===== src/rtl/add11_reg_if.sv =====
// Operand/result bundle for add11_reg: master drives operands, slave returns the registered sum.
interface add11_reg_if #(
    parameter int WIDTH = 11
);
    logic [WIDTH-1:0] a;
    logic [WIDTH-1:0] b;
    logic             cin;
    logic             in_valid;
    logic [WIDTH-1:0] s;
    logic             cout;
    logic             out_valid;

    modport master (
        output a, b, cin, in_valid,
        input  s, cout, out_valid
    );

    modport slave (
        input  a, b, cin, in_valid,
        output s, cout, out_valid
    );
endinterface


===== src/rtl/add11_reg.sv =====
// Registered grouped carry-lookahead adder. Define ADDER_PIPE2_EN for a two-stage
// split (low half, then upper half from the registered carry): latency 2 instead of 1.

// Combinational two-level carry-lookahead adder; ripple is confined to one group.
module add11_reg_cla #(
    parameter int N     = 11,
    parameter int GROUP = 4
) (
    input  logic [N-1:0] a,
    input  logic [N-1:0] b,
    input  logic         cin,
    output logic [N-1:0] s,
    output logic         cout
);
    localparam int NG = (N + GROUP - 1) / GROUP;

    logic [N-1:0]  g;
    logic [N-1:0]  p;
    logic [N-1:0]  c;
    logic [NG-1:0] gg;
    logic [NG-1:0] gp;
    logic [NG:0]   gc;
    logic          prod;
    logic          carry;

    assign g = a & b;
    assign p = a ^ b;

    always_comb begin : group_gp
        gg = '0;
        gp = '0;
        for (int i = 0; i < N; i++) begin
            if (i % GROUP == 0) begin
                gg[i / GROUP] = g[i];
                gp[i / GROUP] = p[i];
            end else begin
                gg[i / GROUP] = g[i] | (p[i] & gg[i / GROUP]);
                gp[i / GROUP] = gp[i / GROUP] & p[i];
            end
        end
    end

    // Each group carry is a flat sum of products over lower groups, not a chain.
    always_comb begin : lookahead
        gc    = '0;
        prod  = 1'b0;
        gc[0] = cin;
        for (int k = 1; k <= NG; k++) begin
            prod = cin;
            for (int m = 0; m < k; m++) prod = prod & gp[m];
            gc[k] = prod;
            for (int j = 0; j < k; j++) begin
                prod = gg[j];
                for (int m = j + 1; m < k; m++) prod = prod & gp[m];
                gc[k] = gc[k] | prod;
            end
        end
    end

    always_comb begin : bit_carries
        c     = '0;
        carry = 1'b0;
        for (int i = 0; i < N; i++) begin
            if (i % GROUP == 0) carry = gc[i / GROUP];
            c[i]  = carry;
            carry = g[i] | (p[i] & carry);
        end
    end

    assign s    = p ^ c;
    assign cout = gc[NG];
endmodule

// Handshake: in_valid qualifies a/b/cin at a rising edge; there is no ready, so every
// valid beat is taken. out_valid qualifies s/cout, which hold their value between beats.
module add11_reg #(
    parameter int WIDTH = 11,
    parameter int GROUP = 4
) (
    input  logic         clk,
    input  logic         rst_n,
    add11_reg_if.slave   bus
);
    logic [WIDTH-1:0] s_q;
    logic             cout_q;
    logic             out_valid_q;

    assign bus.s         = s_q;
    assign bus.cout      = cout_q;
    assign bus.out_valid = out_valid_q;

`ifdef ADDER_PIPE2_EN
    localparam int L = (WIDTH + 1) / 2;
    localparam int H = WIDTH - L;

    logic [L-1:0] lo_sum;
    logic [L-1:0] lo_s_q;
    logic         lo_co;
    logic         lo_c_q;
    logic [H-1:0] a_hi_q;
    logic [H-1:0] b_hi_q;
    logic [H-1:0] hi_sum;
    logic         hi_co;
    logic         v1_q;

    add11_reg_cla #(.N(L), .GROUP(GROUP)) u_lo (
        .a(bus.a[L-1:0]), .b(bus.b[L-1:0]), .cin(bus.cin),
        .s(lo_sum), .cout(lo_co)
    );

    always_ff @(posedge clk or negedge rst_n) begin
        if (!rst_n) begin
            lo_s_q <= '0;
            lo_c_q <= 1'b0;
            a_hi_q <= '0;
            b_hi_q <= '0;
            v1_q   <= 1'b0;
        end else begin
            v1_q <= bus.in_valid;
            if (bus.in_valid) begin
                lo_s_q <= lo_sum;
                lo_c_q <= lo_co;
                a_hi_q <= bus.a[WIDTH-1:L];
                b_hi_q <= bus.b[WIDTH-1:L];
            end
        end
    end

    add11_reg_cla #(.N(H), .GROUP(GROUP)) u_hi (
        .a(a_hi_q), .b(b_hi_q), .cin(lo_c_q),
        .s(hi_sum), .cout(hi_co)
    );

    always_ff @(posedge clk or negedge rst_n) begin
        if (!rst_n) begin
            s_q         <= '0;
            cout_q      <= 1'b0;
            out_valid_q <= 1'b0;
        end else begin
            out_valid_q <= v1_q;
            if (v1_q) begin
                s_q    <= {hi_sum, lo_s_q};
                cout_q <= hi_co;
            end
        end
    end
`else
    logic [WIDTH-1:0] sum;
    logic             co;

    add11_reg_cla #(.N(WIDTH), .GROUP(GROUP)) u_cla (
        .a(bus.a), .b(bus.b), .cin(bus.cin),
        .s(sum), .cout(co)
    );

    always_ff @(posedge clk or negedge rst_n) begin
        if (!rst_n) begin
            s_q         <= '0;
            cout_q      <= 1'b0;
            out_valid_q <= 1'b0;
        end else begin
            out_valid_q <= bus.in_valid;
            if (bus.in_valid) begin
                s_q    <= sum;
                cout_q <= co;
            end
        end
    end
`endif
endmodule


===== src/flat_wrapper.sv =====
// flat-port wrapper written by rule: the top's interface ports become plain ports
module add11_reg_flat 
#(
    parameter int WIDTH = 11,
    parameter int GROUP = 4
)
  (clk, rst_n, bus_a, bus_b, bus_cin, bus_in_valid, bus_s, bus_cout, bus_out_valid);
  add11_reg_if #(.WIDTH(WIDTH)) bus_i ();
  input  logic clk;
  input  logic rst_n;
  input wire logic [$bits(bus_i.a)-1:0] bus_a;
  input wire logic [$bits(bus_i.b)-1:0] bus_b;
  input wire logic [$bits(bus_i.cin)-1:0] bus_cin;
  input wire logic [$bits(bus_i.in_valid)-1:0] bus_in_valid;
  output wire logic [$bits(bus_i.s)-1:0] bus_s;
  output wire logic [$bits(bus_i.cout)-1:0] bus_cout;
  output wire logic [$bits(bus_i.out_valid)-1:0] bus_out_valid;
  assign bus_i.a = bus_a;
  assign bus_i.b = bus_b;
  assign bus_i.cin = bus_cin;
  assign bus_i.in_valid = bus_in_valid;
  assign bus_s = bus_i.s;
  assign bus_cout = bus_i.cout;
  assign bus_out_valid = bus_i.out_valid;
  add11_reg #(.WIDTH(WIDTH), .GROUP(GROUP)) u_core (.clk(clk), .rst_n(rst_n), .bus(bus_i));
endmodule

===== config.mk =====
export PLATFORM = sky130hd
export DESIGN_NAME = add11_reg_flat
export DESIGN_NICKNAME = d
export VERILOG_FILES = /design/src/rtl/add11_reg_if.sv /design/src/rtl/add11_reg.sv /design/src/flat_wrapper.sv
export SDC_FILE = /design/constraint.sdc
export NUM_CORES = 1
export LEC_CHECK = 0
export CORE_MARGIN = 10
export CORE_UTILIZATION = 40
export CTS_BUF_LIST = sky130_fd_sc_hd__clkbuf_2
export CTS_CLUSTER_SIZE = 10
export DETAILED_ROUTE_END_ITERATION = 12
export GPL_ROUTABILITY_DRIVEN = 1
export PLACE_DENSITY_LB_ADDON = 0.25
export SLEW_MARGIN = 20
export SYNTH_ARGS = -nofsm -noshare
export SYNTH_HDL_FRONTEND = slang
export SYNTH_SLANG_ARGS = --single-unit

===== constraint.sdc =====
create_clock -name clk -period 2.3 [get_ports clk]
set_clock_uncertainty 0.15 [all_clocks]
set_input_delay 0.345 -clock clk [delete_from_list [all_inputs] [get_ports clk]]
set_output_delay 0.345 -clock clk [all_outputs]
set_load 0.1 [all_outputs]

==> flow_summary.json <==
{
  "outcome": "complete, but fails checks",
  "regArea_um2": 325.3,
  "ir_drop_uv": 537.5,
  "nets": 181,
  "multi_input_area_um2": 700.7,
  "num-fill-cells": 175,
  "core_area_mm2": 0.002212,
  "fin_cells": 163,
  "clk_pin_slew_ns": 0.14,
  "setup_ws_ns": -0.06107,
  "ant_nets": 0,
  "drt-total-wl_um": 2507,
  "worst_slew_pin_slew_ns": 0.6071,
  "cts_tree": "built",
  "synth.largest_area_cell": "dfrtp_1",
  "grt_usage": 0.1124,
  "crit_type": "in2reg",
  "ys_seq_area_frac": 0.3518,
  "port_buffers": 38,
  "drtIter0Drc": 17,
  "diodes": 0,
  "start_util": 0.4180,
  "drive_gt1_frac": 0.5407,
  "rsz0062_at_grt": "true",
  "utilization": 0.7081,
  "fmax_ghz": 0.4235,
  "dr.pass1.iters": 4,
  "slowest_delay_ns": 0.40,
  "arrival_ns": 2.38,
  "synthCells": 77,
  "dieArea_mm2": 0.004635,
  "grt_pass1_wl_um": 3933,
  "drc": 0,
  "min_period_ns": 2.361,
  "cp-end-kind": "flip-flop",
  "yosys.cell_count.top_type": "dfrtp_1",
  "cts_sinks": 13,
  "fin_setup_tns_ns": -0.1069,
  "cap_violations": 0,
  "routed_via_density": 4.804,
  "gp_congestion": 0.7373,
  "grt_pass1_vias": 826,
  "overflow": 0,
  "crit_chain": "buf_2 > ha_4 > a211oi_2 > o22ai_2 > fa_2 > fa_2 > fa_2 > mux2_2",
  "synth_ff_type": "dfrtp_1",
  "cts_root_buffer": "clkbuf_2",
  "cts_buffer_depth": 2,
  "die-height_um": 68.08,
  "cts_buffers": 3,
  "detail_route.wl_per_cell_um": 15.38,
  "setup_viol": 2,
  "crit_slowest_cell": "fa_2",
  "required_ns": 2.32,
  "die_w_um": 68.08,
  "synth_common_cells": "dfrtp_1, ha_1, fa_1",
  "area_growth_pct": 69.42,
  "slew_headroom": 0.5940,
  "final-hold-violation-count": 0,
  "htree_levels": 1,
  "crit_top_cell": "fa_2",
  "antenna_found_initial": 0,
  "violations": "negative setup slack",
  "synth_seq_cells": 13,
  "power_density_mw_per_mm2": 732.7,
  "hold_path.class": "in2async",
  "synthDistinctLibCells": 19,
  "async_flop_share": 1.000,
  "dp_hpwl_um": 2109,
  "grt_max_degree": 14,
  "clk_latency_ns": 0.26,
  "cp-start-kind": "input port",
  "fp-row-count": 17,
  "syn_area_um2": 924.6,
  "power.leakage_nw": 0.7133,
  "hold_slack_ns": 0.2900,
  "pre_cts_slack_ns": -0.8359,
  "synth_fp_nets": 122,
  "avgSynthCellArea_um2": 12.01,
  "maxSlewViolCount": 0,
  "ys_warn_count": 0,
  "synth_top_cell_area_share": 0.3518,
  "finalCritPeriodShare": 1.027,
  "crit_fanout": 2,
  "dp.cells": 158,
  "vias": 783,
  "ioPinCount": 39,
  "synth-edff-count": 0,
  "synth_area_leaders": "dfrtp_1, fa_1, ha_1"
}
timing repair:
action / 4_1_cts / 5_1_grt
hold buffers: 0 / 0
endpoints found under the setup margin: 6 / 4
pin swaps: 17 / 7
buffers inserted: 0 / 1
resized for setup: 58 / 3
logic make-up (layout without fill, tap and decap cells):
logic type	after synthesis	after routing	share of synthesized area
DFF	13	13	0.3518
muxes	7	7	0.08526
and+or+nand+nor	12	12	0.05143
buffers and inverters	8	66	0.03518
xor gates and xnor gates	3	3	0.02842
AOI/OAI and AO/OA	15	15	0.1258
adders and majority gates	19	19	0.3221
worst max-delay path: cells and delay by family:
| family | cells | cell delay (ns) |
|---|---|---|
| compound gates | 2 | 0.34 |
| fa+ha+maj | 4 | 1.32 |
| mux | 1 | 0.27 |
| buf+inv | 1 | 0.12 |
routing by layer:
layer / up-vias / GRT usage / wire length [um]
met5: - / 0 / 0
met4: 0 / 0.03015 / 8
met3: 2 / 0.03915 / 197
met2: 22 / 0.2012 / 1335
met1: 375 / 0.1231 / 966
li1: 384 / - / -
stage by stage:
| step | total power [mW] | area [um2] |
|---|---|---|
| floorplan | 0.7932 | 965.9 |
| global placement | 0.9922 | 1466 |
| detailed placement | 1.004 | 1466 |
| CTS | 1.145 | 1540 |
| global route | 1.208 | 1567 |
| finish | 1.148 | 1567 |
cell usage in the layout (no fill, tap or decap), types with 3 or more instances in the layout:
cell type,count
buf_4,32
dfrtp_1,13
dlygate4sd2_1,9
clkdlybuf4s50_1,8
inv_1,6
mux2_2,6
ha_4,6
nor2_1,5
fa_2,5
ha_1,5
nand2_1,4
clkbuf_2,4
a21oi_2,3
a21oi_1,3
fa_1,3
buf_2,3
flip-flops by register name, summed over array words and instances (netlist names):
register	cells
u_core.bus.out_valid	1
u_core.bus.cout	1
u_core.bus.s	11
final timing paths:
check / start / depth (start not counted) / endpoint / slack, ns
setup / recovery: bus_b[1] / 8 / u_core.bus.s[6] / -0.06
hold / removal: rst_n / 1 / u_core.bus.s[4] / 0.29
setup reg to reg: u_core.bus.s[9] / 1 / u_core.bus.s[9] / 1.38
hold reg to reg: u_core.bus.s[2] / 1 / u_core.bus.s[2] / 0.38
max in group asynchronous: rst_n / 1 / u_core.bus.s[7] / 1.31
min in group clk: u_core.bus.s[2] / 1 / u_core.bus.s[2] / 0.38
where the power goes:
group	switching, mW	internal, mW	total (mW)
registers	0.0261	0.276	0.303
logic	0.499	0.223	0.722
clock network	0.0770	0.0462	0.123
area by class of cell:
type	instances	share of cell area
Timing Repair Buffer	56	0.2955
Clock buffer	4	0.01278
Tap cell	28	0.02236
Inverter	6	0.01438
Multi-Input combinational cell	56	0.4473
Sequential cell	13	0.2077
No activity file was read; power rests on OpenSTA's default activity.
